`config.mk`:
```
export PLATFORM = sky130hd
export DESIGN_NAME = dmem_arbiter_flat
export DESIGN_NICKNAME = d
export VERILOG_FILES = /design/src/rtl/dmem_arbiter_if.sv /design/src/rtl/dmem_arbiter.sv /design/src/flat_wrapper.sv
export SDC_FILE = /design/constraint.sdc
export NUM_CORES = 1
export LEC_CHECK = 0
export BUFFER_PORTS_ARGS = -buffer_cell sky130_fd_sc_hd__clkbuf_2
export CAP_MARGIN = 20
export CORE_AREA = 3 3 98 100
export CTS_CLUSTER_DIAMETER = 100
export DETAILED_ROUTE_END_ITERATION = 10
export DIE_AREA = 0 0 101 103
export HOLD_SLACK_MARGIN = 0.08
export SLEW_MARGIN = 20
export SYNTH_ARGS = -nofsm -noshare
export SYNTH_HDL_FRONTEND = slang
export SYNTH_SLANG_ARGS = --single-unit
```
`constraint.sdc`:
```
create_clock -name clk -period 3.6 [get_ports clk]
set_input_delay 0.18 -clock clk [delete_from_list [all_inputs] [get_ports clk]]
set_output_delay 0.18 -clock clk [all_outputs]
set_load 0.05 [all_outputs]
```
`src/rtl/dmem_arbiter_if.sv`:
```
// Bundle of core, port-1 and data-memory signals around dmem_arbiter.
// slave: the arbiter side; master: the requesters and memory side.
interface dmem_arbiter_if #(
    parameter int ADDR_WIDTH = 12
);
    logic                  c_req_i;
    logic                  c_we_i;
    logic [ADDR_WIDTH-1:0] c_addr_i;
    logic [31:0]           c_wdata_i;
    logic [3:0]            c_be_i;
    logic                  stall_o;
    logic                  c_rvalid_o;
    logic [31:0]           c_rdata_o;

    logic                  d_req_i;
    logic                  d_we_i;
    logic [ADDR_WIDTH-1:0] d_addr_i;
    logic [31:0]           d_wdata_i;
    logic [3:0]            d_be_i;
    logic                  d_gnt_o;
    logic                  d_rvalid_o;
    logic [31:0]           d_rdata_o;

    logic                  m_en_o;
    logic                  m_we_o;
    logic [ADDR_WIDTH-1:0] m_addr_o;
    logic [31:0]           m_wdata_o;
    logic [3:0]            m_be_o;
    logic [31:0]           m_rdata_i;

    modport slave (
        input  c_req_i, c_we_i, c_addr_i, c_wdata_i, c_be_i,
        output stall_o, c_rvalid_o, c_rdata_o,
        input  d_req_i, d_we_i, d_addr_i, d_wdata_i, d_be_i,
        output d_gnt_o, d_rvalid_o, d_rdata_o,
        output m_en_o, m_we_o, m_addr_o, m_wdata_o, m_be_o,
        input  m_rdata_i
    );

    modport master (
        output c_req_i, c_we_i, c_addr_i, c_wdata_i, c_be_i,
        input  stall_o, c_rvalid_o, c_rdata_o,
        output d_req_i, d_we_i, d_addr_i, d_wdata_i, d_be_i,
        input  d_gnt_o, d_rvalid_o, d_rdata_o,
        input  m_en_o, m_we_o, m_addr_o, m_wdata_o, m_be_o,
        output m_rdata_i
    );
endinterface

```
`src/rtl/dmem_arbiter.sv`:
```
// Data-memory arbiter: core has fixed priority, port 1 gets a forced grant after starving.
// Optional DMEM_ARB_PERF_EN adds saturating stall/force performance counters.
module dmem_arbiter #(
    parameter int ADDR_WIDTH   = 12,
    parameter int STARVE_LIMIT = 8
) (
    input  logic         clk,
    input  logic         rst,
    dmem_arbiter_if.slave bus
`ifdef DMEM_ARB_PERF_EN
    ,
    output logic [31:0]  perf_stall_o,
    output logic [31:0]  perf_force_o
`endif
);
    localparam int CW = $clog2(STARVE_LIMIT + 1);

    typedef enum logic {CORE, FORCE} state_e;

    state_e          state_q, state_d;
    logic [CW-1:0]   cnt_q, cnt_d;
    logic            tag_vld_q, tag_vld_d;
    logic            tag_port_q, tag_port_d;
    logic            c_gnt, d_gnt, stall;
    logic            c_rv, d_rv;
    logic [ADDR_WIDTH-1:0] sel_addr;

    // FORCE only wins for port 1 while it still requests
    always_comb begin
        c_gnt = 1'b0;
        d_gnt = 1'b0;
        if (!rst) begin
            if (state_q == FORCE && bus.d_req_i) d_gnt = 1'b1;
            else if (bus.c_req_i)                c_gnt = 1'b1;
            else if (bus.d_req_i)                d_gnt = 1'b1;
        end
    end

    always_comb begin
        cnt_d   = '0;
        state_d = CORE;
        if (bus.d_req_i && !d_gnt) cnt_d = cnt_q + 1'b1;
        if (state_q == CORE && bus.d_req_i && !d_gnt &&
            cnt_q == CW'(STARVE_LIMIT - 1))
            state_d = FORCE;
        tag_vld_d  = (c_gnt && !bus.c_we_i) || (d_gnt && !bus.d_we_i);
        tag_port_d = d_gnt;
    end

    always_ff @(posedge clk) begin
        if (rst) begin
            state_q    <= CORE;
            cnt_q      <= '0;
            tag_vld_q  <= 1'b0;
            tag_port_q <= 1'b0;
        end else begin
            state_q    <= state_d;
            cnt_q      <= cnt_d;
            tag_vld_q  <= tag_vld_d;
            tag_port_q <= tag_port_d;
        end
    end

    assign stall = bus.c_req_i && !c_gnt && !rst;

    assign sel_addr = c_gnt ? bus.c_addr_i :
                      d_gnt ? bus.d_addr_i : '0;

    assign bus.stall_o   = stall;
    assign bus.d_gnt_o   = d_gnt;
    assign bus.m_en_o    = c_gnt || d_gnt;
    assign bus.m_we_o    = c_gnt ? bus.c_we_i : (d_gnt && bus.d_we_i);
    assign bus.m_addr_o  = sel_addr & {{(ADDR_WIDTH-2){1'b1}}, 2'b00};
    assign bus.m_wdata_o = c_gnt ? bus.c_wdata_i :
                           d_gnt ? bus.d_wdata_i : '0;
    assign bus.m_be_o    = c_gnt ? bus.c_be_i :
                           d_gnt ? bus.d_be_i : '0;

    assign c_rv = tag_vld_q && !tag_port_q && !rst;
    assign d_rv = tag_vld_q &&  tag_port_q && !rst;

    assign bus.c_rvalid_o = c_rv;
    assign bus.d_rvalid_o = d_rv;
    assign bus.c_rdata_o  = c_rv ? bus.m_rdata_i : '0;
    assign bus.d_rdata_o  = d_rv ? bus.m_rdata_i : '0;

`ifdef DMEM_ARB_PERF_EN
    logic [31:0] pstall_q, pforce_q;

    always_ff @(posedge clk) begin
        if (rst) begin
            pstall_q <= '0;
            pforce_q <= '0;
        end else begin
            if (stall && pstall_q != '1)
                pstall_q <= pstall_q + 32'd1;
            if (state_q == FORCE && d_gnt && pforce_q != '1)
                pforce_q <= pforce_q + 32'd1;
        end
    end

    assign perf_stall_o = pstall_q;
    assign perf_force_o = pforce_q;
`endif
endmodule

```
`src/flat_wrapper.sv`:
```
// flat-port wrapper written by rule: the top's interface ports become plain ports
module dmem_arbiter_flat 
#(
    parameter int ADDR_WIDTH   = 12,
    parameter int STARVE_LIMIT = 8
)
  (clk, rst, bus_c_req_i, bus_c_we_i, bus_c_addr_i, bus_c_wdata_i, bus_c_be_i, bus_stall_o, bus_c_rvalid_o, bus_c_rdata_o, bus_d_req_i, bus_d_we_i, bus_d_addr_i, bus_d_wdata_i, bus_d_be_i, bus_d_gnt_o, bus_d_rvalid_o, bus_d_rdata_o, bus_m_en_o, bus_m_we_o, bus_m_addr_o, bus_m_wdata_o, bus_m_be_o, bus_m_rdata_i);
  dmem_arbiter_if #(.ADDR_WIDTH(ADDR_WIDTH)) bus_i ();
  input  logic clk;
  input  logic rst;
  input wire logic [$bits(bus_i.c_req_i)-1:0] bus_c_req_i;
  input wire logic [$bits(bus_i.c_we_i)-1:0] bus_c_we_i;
  input wire logic [$bits(bus_i.c_addr_i)-1:0] bus_c_addr_i;
  input wire logic [$bits(bus_i.c_wdata_i)-1:0] bus_c_wdata_i;
  input wire logic [$bits(bus_i.c_be_i)-1:0] bus_c_be_i;
  output wire logic [$bits(bus_i.stall_o)-1:0] bus_stall_o;
  output wire logic [$bits(bus_i.c_rvalid_o)-1:0] bus_c_rvalid_o;
  output wire logic [$bits(bus_i.c_rdata_o)-1:0] bus_c_rdata_o;
  input wire logic [$bits(bus_i.d_req_i)-1:0] bus_d_req_i;
  input wire logic [$bits(bus_i.d_we_i)-1:0] bus_d_we_i;
  input wire logic [$bits(bus_i.d_addr_i)-1:0] bus_d_addr_i;
  input wire logic [$bits(bus_i.d_wdata_i)-1:0] bus_d_wdata_i;
  input wire logic [$bits(bus_i.d_be_i)-1:0] bus_d_be_i;
  output wire logic [$bits(bus_i.d_gnt_o)-1:0] bus_d_gnt_o;
  output wire logic [$bits(bus_i.d_rvalid_o)-1:0] bus_d_rvalid_o;
  output wire logic [$bits(bus_i.d_rdata_o)-1:0] bus_d_rdata_o;
  output wire logic [$bits(bus_i.m_en_o)-1:0] bus_m_en_o;
  output wire logic [$bits(bus_i.m_we_o)-1:0] bus_m_we_o;
  output wire logic [$bits(bus_i.m_addr_o)-1:0] bus_m_addr_o;
  output wire logic [$bits(bus_i.m_wdata_o)-1:0] bus_m_wdata_o;
  output wire logic [$bits(bus_i.m_be_o)-1:0] bus_m_be_o;
  input wire logic [$bits(bus_i.m_rdata_i)-1:0] bus_m_rdata_i;
  assign bus_i.c_req_i = bus_c_req_i;
  assign bus_i.c_we_i = bus_c_we_i;
  assign bus_i.c_addr_i = bus_c_addr_i;
  assign bus_i.c_wdata_i = bus_c_wdata_i;
  assign bus_i.c_be_i = bus_c_be_i;
  assign bus_stall_o = bus_i.stall_o;
  assign bus_c_rvalid_o = bus_i.c_rvalid_o;
  assign bus_c_rdata_o = bus_i.c_rdata_o;
  assign bus_i.d_req_i = bus_d_req_i;
  assign bus_i.d_we_i = bus_d_we_i;
  assign bus_i.d_addr_i = bus_d_addr_i;
  assign bus_i.d_wdata_i = bus_d_wdata_i;
  assign bus_i.d_be_i = bus_d_be_i;
  assign bus_d_gnt_o = bus_i.d_gnt_o;
  assign bus_d_rvalid_o = bus_i.d_rvalid_o;
  assign bus_d_rdata_o = bus_i.d_rdata_o;
  assign bus_m_en_o = bus_i.m_en_o;
  assign bus_m_we_o = bus_i.m_we_o;
  assign bus_m_addr_o = bus_i.m_addr_o;
  assign bus_m_wdata_o = bus_i.m_wdata_o;
  assign bus_m_be_o = bus_i.m_be_o;
  assign bus_i.m_rdata_i = bus_m_rdata_i;
  dmem_arbiter #(.ADDR_WIDTH(ADDR_WIDTH), .STARVE_LIMIT(STARVE_LIMIT)) u_core (.clk(clk), .rst(rst), .bus(bus_i));
endmodule
```
Yosys cells after proc, flatten, opt, wreduce, memory -nomap -nowiden
Index checks and enable logic that the tools add are counted.
{"block": "word_totals", "regBits": 7, "inputBits": 134, "out_inout_bits": 118, "word_cells": 48}
{"block": "op_classes", "addsub": 1, "eq_ne": 1, "mux": 17, "n_bitwise": 2, "n_reduce_logical": 23}
{"operator": "two-way mux 32 bit", "count": 4}
{"operator": "two-way mux 12 bit", "count": 2}
{"operator": "logical AND 1 bit", "count": 14}
{"operator": "two-way mux 1 bit", "count": 9}
{"operator": "two-way mux 4 bit", "count": 2}
{"operator": "logical NOT 1 bit", "count": 6}
{"operator": "adder 4 x 1 -> 4 bit, second input constant", "count": 1}
{"operator": "equality test 4 x 3 -> 1 bit, second input constant", "count": 1}
{"operator": "logical OR 1 bit", "count": 2}
{"operator": "inverter 1 bit", "count": 2}
{"operator": "OR reduction 2 bit", "count": 1}

Longest topological paths before layout
Gate-level depths: netlist of the first run.
{"block": "logic_depth", "ltp_word": 8, "ltp_mapped": 5, "mapped_depth_nobuf": 3}

Least setup slack after synthesis of the first run
No wires, ideal clock.
{"block": "synth_path", "path_type": "reg2out", "start": "register u_core.tag_port_q", "end": "output port bus_c_rdata_o[22]", "arrival_time_ps": 1662, "t_required_ps": 3420, "path_slack_ps": 1758, "stages_incl_launch_ff": 4, "n_path_buf": 1, "path_cell_list": "dfxtp_1 nor3b_2 clkbuf_1 and2_1"}
{"block": "synth_via", "elab_chain_len": 4}
{"element": "start: declaration", "line": "dmem_arbiter.sv:23", "source": "logic tag_port_q, tag_port_d;"}
{"element": "start signal: assignment", "line": "dmem_arbiter.sv:60", "source": "tag_port_q <= tag_port_d;"}
{"element": "logical NOT 1 bit", "line": "dmem_arbiter.sv:79", "source": "assign c_rv = tag_vld_q && !tag_port_q && !rst;"}
{"element": "logical AND 1 bit (2 in a row)", "line": "dmem_arbiter.sv:79"}
{"element": "named net bus_c_rvalid_o", "line": "flat_wrapper.sv:17", "source": "output wire logic [$bits(bus_i.c_rvalid_o)-1:0] bus_c_rvalid_o;"}
{"element": "two-way mux 32 bit", "line": "dmem_arbiter.sv:84", "source": "assign bus.c_rdata_o = c_rv ? bus.m_rdata_i : '0;"}
{"element": "end: declaration", "line": "flat_wrapper.sv:18", "source": "output wire logic [$bits(bus_i.c_rdata_o)-1:0] bus_c_rdata_o;"}
The timed path passes the listed nets, and every way through them passes these cells.

Worst setup path in the final report of the first run
{"block": "layout_path", "start": "register u_core.state_q", "end": "output port bus_m_wdata_o[31]"}
{"block": "layout_via", "elab_chain_len": 5, "elab_cells_between_ends": 7, "cone_classes": "mux: 6; reduce/logical: 1"}
{"element": "start: declaration", "line": "dmem_arbiter.sv:20", "source": "state_e state_q, state_d;"}
{"element": "start signal: assignment", "line": "dmem_arbiter.sv:57", "source": "state_q <= state_d;"}
{"element": "logical AND 1 bit (*)", "line": "dmem_arbiter.sv:33", "source": "if (state_q == FORCE && bus.d_req_i) d_gnt = 1'b1;"}
{"element": "two-way mux 1 bit", "line": "dmem_arbiter.sv:33"}
{"element": "two-way mux 1 bit", "line": "dmem_arbiter.sv:32", "source": "if (!rst) begin"}
{"element": "two-way mux 32 bit", "line": "dmem_arbiter.sv:75", "source": "d_gnt ? bus.d_wdata_i : '0;"}
{"element": "two-way mux 32 bit (*)", "line": "dmem_arbiter.sv:74", "source": "assign bus.m_wdata_o = c_gnt ? bus.c_wdata_i :"}
{"element": "end: declaration", "line": "flat_wrapper.sv:30", "source": "output wire logic [$bits(bus_i.m_wdata_o)-1:0] bus_m_wdata_o;"}
Mark *: on every way between the ends. The rest lies on a longest branch, timed or not.

==> results of run 1 <==
[layer usage]
layer	global-route usage [%]	routed length, µm	share of wire, %	up-vias
met4	3.68	68	1.1	0
met5	0	0	0	-
met1	10.2	1970	31	880
met3	1.96	865	14	2
met2	20.8	3500	55	156
li1	-	-	-	1042
[cell type report]
class	count	area share [%]
Clock buffer	4	1.74
Inverter	3	0.434
Multi-Input combinational cell	135	38.3
Sequential cell	7	5.40
Tap cell	108	5.21
Timing Repair Buffer	248	48.9
[power groups by stage]
stage	combinational (W)	clock (W)	sequential [W]
floorplan	0.000225	0	0.0000816
global placement	0.000342	0	0.0000817
detailed placement	0.000345	0	0.0000819
CTS	0.000346	0.000110	0.0000806
global route	0.000367	0.000115	0.0000808
finish	0.000346	0.000110	0.0000806
[cells by family (layout without fill, tap and decap cells)]
kind of cell | Yosys count | count (layout) | synth area share, %
AOI/OAI and AO/OA | 49 | 49 | 35.1
buffers and inverters | 21 | 255 | 9.17
and+or+nand+nor | 81 | 81 | 41.5
xor gates and xnor gates | 2 | 2 | 1.43
adders and majority gates | 1 | 1 | 1.02
DFF | 7 | 7 | 11.4
other | 1 | 2 | 0.305
[placed cells by master, fill, tap and decap left out, drive strengths merged]
master and count:
nor3b 3, buf 3, xnor2 1, clkbuf 249, nand3 1, conb 2, xor2 1, nor2b 2
ha 1, nand4bb 1, nand3b 1, a22o 48, inv 3, and2 64, and3 1, a21boi 1
dfxtp 7, nor2 7, and3b 1
[flip-flops by register name (all words and copies together), names as in the netlist]
signal	cells
u_core.tag_vld_q	1
u_core.tag_port_q	1
u_core.state_q	1
u_core.cnt_q	4
[synth_stat cells]
cell type	number	area [µm²]
nor3b_2	2	25.0
nor3b_1	1	7.51
and3_1	1	6.26
nor2b_1	2	12.5
nand3_1	1	5.00
xor2_1	1	8.76
nor2_1	7	26.3
xnor2_1	1	8.76
buf_4	5	37.5
and3b_1	1	8.76
nand3b_1	1	7.51
dfxtp_1	7	140
clkbuf_1	6	22.5
conb_1	1	3.75
and2_1	64	400
a21boi_2	1	11.3
buf_6	1	11.3
nand4bb_1	1	11.3
buf_2	6	30.0
a22o_1	48	420
inv_1	3	11.3
ha_1	1	12.5
[path summary, 6_finish.rpt]
| kind | to | slack (ns) | depth (start not counted) |
|---|---|---|---|
| setup / recovery | bus_m_wdata_o[31] | 1.48 | 5 |
| hold / removal | u_core.tag_vld_q$_SDFF_PP0_ | 0.22 | 3 |
| setup reg to reg | u_core.tag_vld_q$_SDFF_PP0_ | 2.55 | 2 |
| hold reg to reg | u_core.cnt_q[0]$_SDFF_PP0_ | 0.45 | 1 |
[per-stage QoR]
step	cells	area, µm²
floorplan	163	1230
global placement	500	2520
detailed placement	500	2520
CTS	504	2570
global route	505	2590
finish	505	2590
[tightest hold or removal path, stage by stage]
cell	delay [ns]
clkbuf_2	0.09
inv_1	0.04
a22o_1	0.11
==> flow_summary.toml, run 1 <==
[worst_setup_path]
arrival_ns = 1.94
cp-end-kind = "output port"
crit_required_ns = 3.42
slowest_stage = "buf_4"
path_class = "reg2out"
max_stage_delay_ns = 0.43
cpLargestDelayFamily = "buffers and inverters"
critPathBufInv = 2
cp-startpoint = "u_core.state_q$_SDFF_PP0_"
cp_max_fo = 47
start_kind = "register"
r2r_start = "u_core.state_q$_SDFF_PP0_"
path_cells = "nor2b_1 > nor3b_4 > buf_4 > a22o_1 > clkbuf_2"

[die]
start_util_pct = 14.0
design.core.area_um2 = 8760
ios = 252
die_y_um = 103
std_cell_rows = 34
dieArea_um2 = 10400
die_w_um = 101

[clock_network]
h-tree-depth = 1
clockBufferDepth = 2
hold_buffers = 0
post_cts_buffers = 0
clk_pin_slew_ns = 0.04
cts.sinks = 7
numCtsBuffers = 3
insertion_delay_ns = 0.22
cts_tree = "done"
cts-resized-gates = 0
cts_root_buf = "clkbuf_8"

[hold_path]
min_from = "bus_c_we_i"
hold_class = "in2reg"

[timing]
fin_skew_ns = 0.000625
fin_crit_ns = 2.12
max_freq_mhz = 472
relSlewSlack_pct = 41.8
drv_slew = 0
post-route-period-util_pct = 58.8
hold_slack_ns = 0.224
tightest_slew_ns = 0.873
hold_viol_final = 0
setup_slack_ns = 1.48
rsz0062_at_grt = "false"
finalSetupViolations = 0
fin_tns_setup_ns = 0

[logic_synthesis]
yosysSeqAreaShare_pct = 11.4
ys_warn_count = 0
ys_types = 22
syn_inst = 162
synth.ff_latch_count = 7
syn_area_um2 = 1230
syn_area_per_cell_um2 = 7.58

[global_route]
grt_pass1_vias = 1798
grt_max_degree = 49
track_usage_pct = 10.2
grt_pass1_wl_mm = 8.46
antenna_found_initial = 0
grt_overflow = 0

[placed_design]
post-dp-hpwl_mm = 5.70
post-place-ws_ns = 1.36
port_buffers = 245
gp_congestion = 0.747

[pwr]
pwr-share-clk_pct = 20.5
finalPower_w = 0.000537
switching_share_pct = 49.9
p_sw_w = 0.000268
comb_power_share_pct = 64.5
power_density_nw_per_um2 = 207
power.leakage_nw = 1.62
p_int_w = 0.000269
p_seq_share_pct = 15.0
peakVddDrop_uv = 101

[cells_and_area]
antenna_cells = 0
nFillCells = 951
final_nets = 533
final-seq-area_um2 = 140
fin_util_pct = 29.6
multi_input_area_um2 = 993
synthToLayoutAreaGrowth_pct = 111
drive_gt1_share_pct = 64.0

[detailed_routing]
first_pass_iters = 4
drt_wl_total_mm = 6.40
drtIter0Drc = 33
drc = 0
ant_nets = 0
viasPerCell = 4.12
dr_total_vias = 2080
wire_per_inst_um = 12.7

[job]
drv_cap = 0

[status]
status = "complete, no violations"
(Power assumes the default switching activity.)
==> run 2, diff against run 1 <==
Settings changed: ABC_AREA set to 1, CORE_AREA 3 3 98 100 to 3 3 96 98, DIE_AREA 0 0 101 103 to 0 0 99 101.
Clock period 3.6 ns to 2.2 ns, I/O delays scaled along.
==> run 2 against run 1 <==
Register-to-register slack worse by 1.4 ns. Total power grew 68%. Die area shrank 3.9%. Critical endpoint is now bus_m_addr_o[2].
==> flow_summary.toml, run 2 <==
[pwr]
p_sw_w = 0.000481
peakVddDrop_uv = 224
p_seq_share_pct = 14.6
pwr-share-clk_pct = 20.2
power.leakage_nw = 1.99
p_int_w = 0.000421
power_density_nw_per_um2 = 330
comb_power_share_pct = 65.2
switching_share_pct = 53.3

[die]
dieArea_um2 = 10000
start_util_pct = 16.3
ios = 252
die_w_um = 99
std_cell_rows = 34
die_y_um = 101
design.core.area_um2 = 8550

[timing]
finalSetupViolations = 0
hold_viol_final = 0
drv_slew = 0
fin_tns_setup_ns = 0
max_freq_mhz = 557
fin_skew_ns = 0.00161
hold_slack_ns = 0.132
post-route-period-util_pct = 81.6
rsz0062_at_grt = "false"
fin_crit_ns = 1.79

[cells_and_area]
multi_input_area_um2 = 982
antenna_cells = 0
drive_gt1_share_pct = 47.6
nFillCells = 958
synthToLayoutAreaGrowth_pct = 96.1
mostFrequentLayoutCells = "clkbuf_2, nand2_1, nor2_1"
final_nets = 676
top_register = "u_core.cnt_q"
largest_reg_flops = 4
final-seq-area_um2 = 140
final_common_cell = "clkbuf_2"

[logic_synthesis]
synthArstFlopShare_pct = 0
yosys.area.top_type = "nand2_1"
synth_top_area_share_pct = 27.2
syn_area_per_cell_um2 = 4.54
yosysSeqAreaShare_pct = 10.0
syn_area_um2 = 1400
netlist_top_cells_area = "nand2_1, nor2_1, nand3_1"
ys_types = 16
synth-edff-count = 0
yosysMostFrequentCell = "nand2_1"
synth.ff_latch_count = 7
synthTopCellsByCount = "nand2_1, nor2_1, nand3_1"
synthFlopType = "dfxtp_1"
ys_warn_count = 0
syn_inst = 307

[worst_setup_path]
cpLargestDelayFamily = "buffers and inverters"
arrival_ns = 1.68
r2r_slack_ns = 1.15
critPathBufInv = 3
path_class = "reg2out"
path_cells = "nand2_1 > inv_1 > nor2_4 > buf_4 > nand2_1 > nand2_1 > clkbuf_2"
slowest_stage = "buf_4"
start_kind = "register"
max_stage_delay_ns = 0.40
cpMostUsedCell = "nand2_1"
cp-end-kind = "output port"
cp_max_fo = 47
crit_required_ns = 2.09

[clock_network]
hold_buffers = 0
h-tree-depth = 1
cts-resized-gates = 0
post_cts_buffers = 0
clockBufferDepth = 2
clk_pin_slew_ns = 0.04
numCtsBuffers = 3
cts.sinks = 7
insertion_delay_ns = 0.23
cts_tree = "done"
cts_root_buf = "clkbuf_8"

[job]
drv_cap = 0

[hold_path]
hold_class = "in2reg"

[detailed_routing]
wire_per_inst_um = 10.5
drc = 0
first_pass_iters = 4
drtIter0Drc = 78
ant_nets = 0
dr_total_vias = 2690
viasPerCell = 4.15
drt_wl_total_mm = 6.77

[global_route]
grt_overflow = 0
grt_pass1_wl_mm = 9.90
track_usage_pct = 11.8
grt_pass1_vias = 2236
grt_max_degree = 49
antenna_found_initial = 0

[placed_design]
port_buffers = 245
post-dp-hpwl_mm = 5.83
gp_congestion = 0.724

[status]
status = "complete, no violations"
[run 2: changes by cell type after synthesis, sizes merged, moves of 2 or more]
cell,previous run,this run
a22o,48,0
nand2,0,101
nor3b,3,0
clkbuf,6,11
and2,64,0
nand3,1,52
a21oi,0,2
nor2b,2,0
nor2,7,74
inv,3,43
[run 2: final timing paths]
check / start / to / cells past startpoint
hold reg to reg: u_core.cnt_q[0]$_SDFF_PP0_ / u_core.cnt_q[0]$_SDFF_PP0_ / 1
setup / recovery: u_core.state_q$_SDFF_PP0_ / bus_m_addr_o[2] / 7
setup reg to reg: u_core.state_q$_SDFF_PP0_ / u_core.cnt_q[0]$_SDFF_PP0_ / 6
hold / removal: bus_c_we_i / u_core.tag_vld_q$_SDFF_PP0_ / 2
[run 2: cell type report]
type,count,area share [%]
Multi-Input combinational cell,235,35.9
Sequential cell,7,5.12
Timing Repair Buffer,251,46.5
Tap cell,108,4.94
Inverter,43,5.90
Clock buffer,4,1.65
[run 2: through the flow]
stage / setup slack (ns) / utilization (%) / total power, W / std cells / instance area [µm²]
floorplan: 0.731 / - / 0.000525 / 308 / 1400
global placement: 0.670 / 31.5 / 0.000720 / 644 / 2690
detailed placement: 0.617 / 31.5 / 0.000725 / 644 / 2690
CTS: 0.387 / 32.0 / 0.000912 / 648 / 2740
global route: 0.231 / 32.0 / 0.000955 / 648 / 2740
finish: 0.406 / 32.0 / 0.000902 / 648 / 2740
[run 2: power by group through the flow]
stage / logic [W] / registers [W] / clock network (W)
final: 0.000588 / 0.000132 / 0.000182
after global routing: 0.000630 / 0.000132 / 0.000193
after CTS: 0.000592 / 0.000132 / 0.000187
after detailed placement: 0.000591 / 0.000134 / 0
after global placement: 0.000586 / 0.000134 / 0
after floorplan: 0.000391 / 0.000134 / 0
[run 2: per-layer routing]
| metal | vias up | global-route usage [%] | wire (µm) |
|---|---|---|---|
| li1 | 1378 | - | - |
| met1 | 1153 | 13.7 | 2550 |
| met2 | 153 | 22.2 | 3490 |
| met3 | 6 | 2.21 | 684 |
| met4 | 0 | 2.63 | 50 |
| met5 | - | 0 | 0 |
[run 2: cell families after synthesis]
family / after synthesis / share of synthesized area [%]
and+or+nand+nor: 228 / 66.2
buffers and inverters: 66 / 20.9
DFF: 7 / 10.0
AOI/OAI and AO/OA: 3 / 1.08
xor gates and xnor gates: 1 / 0.628
adders and majority gates: 1 / 0.897
other: 1 / 0.269
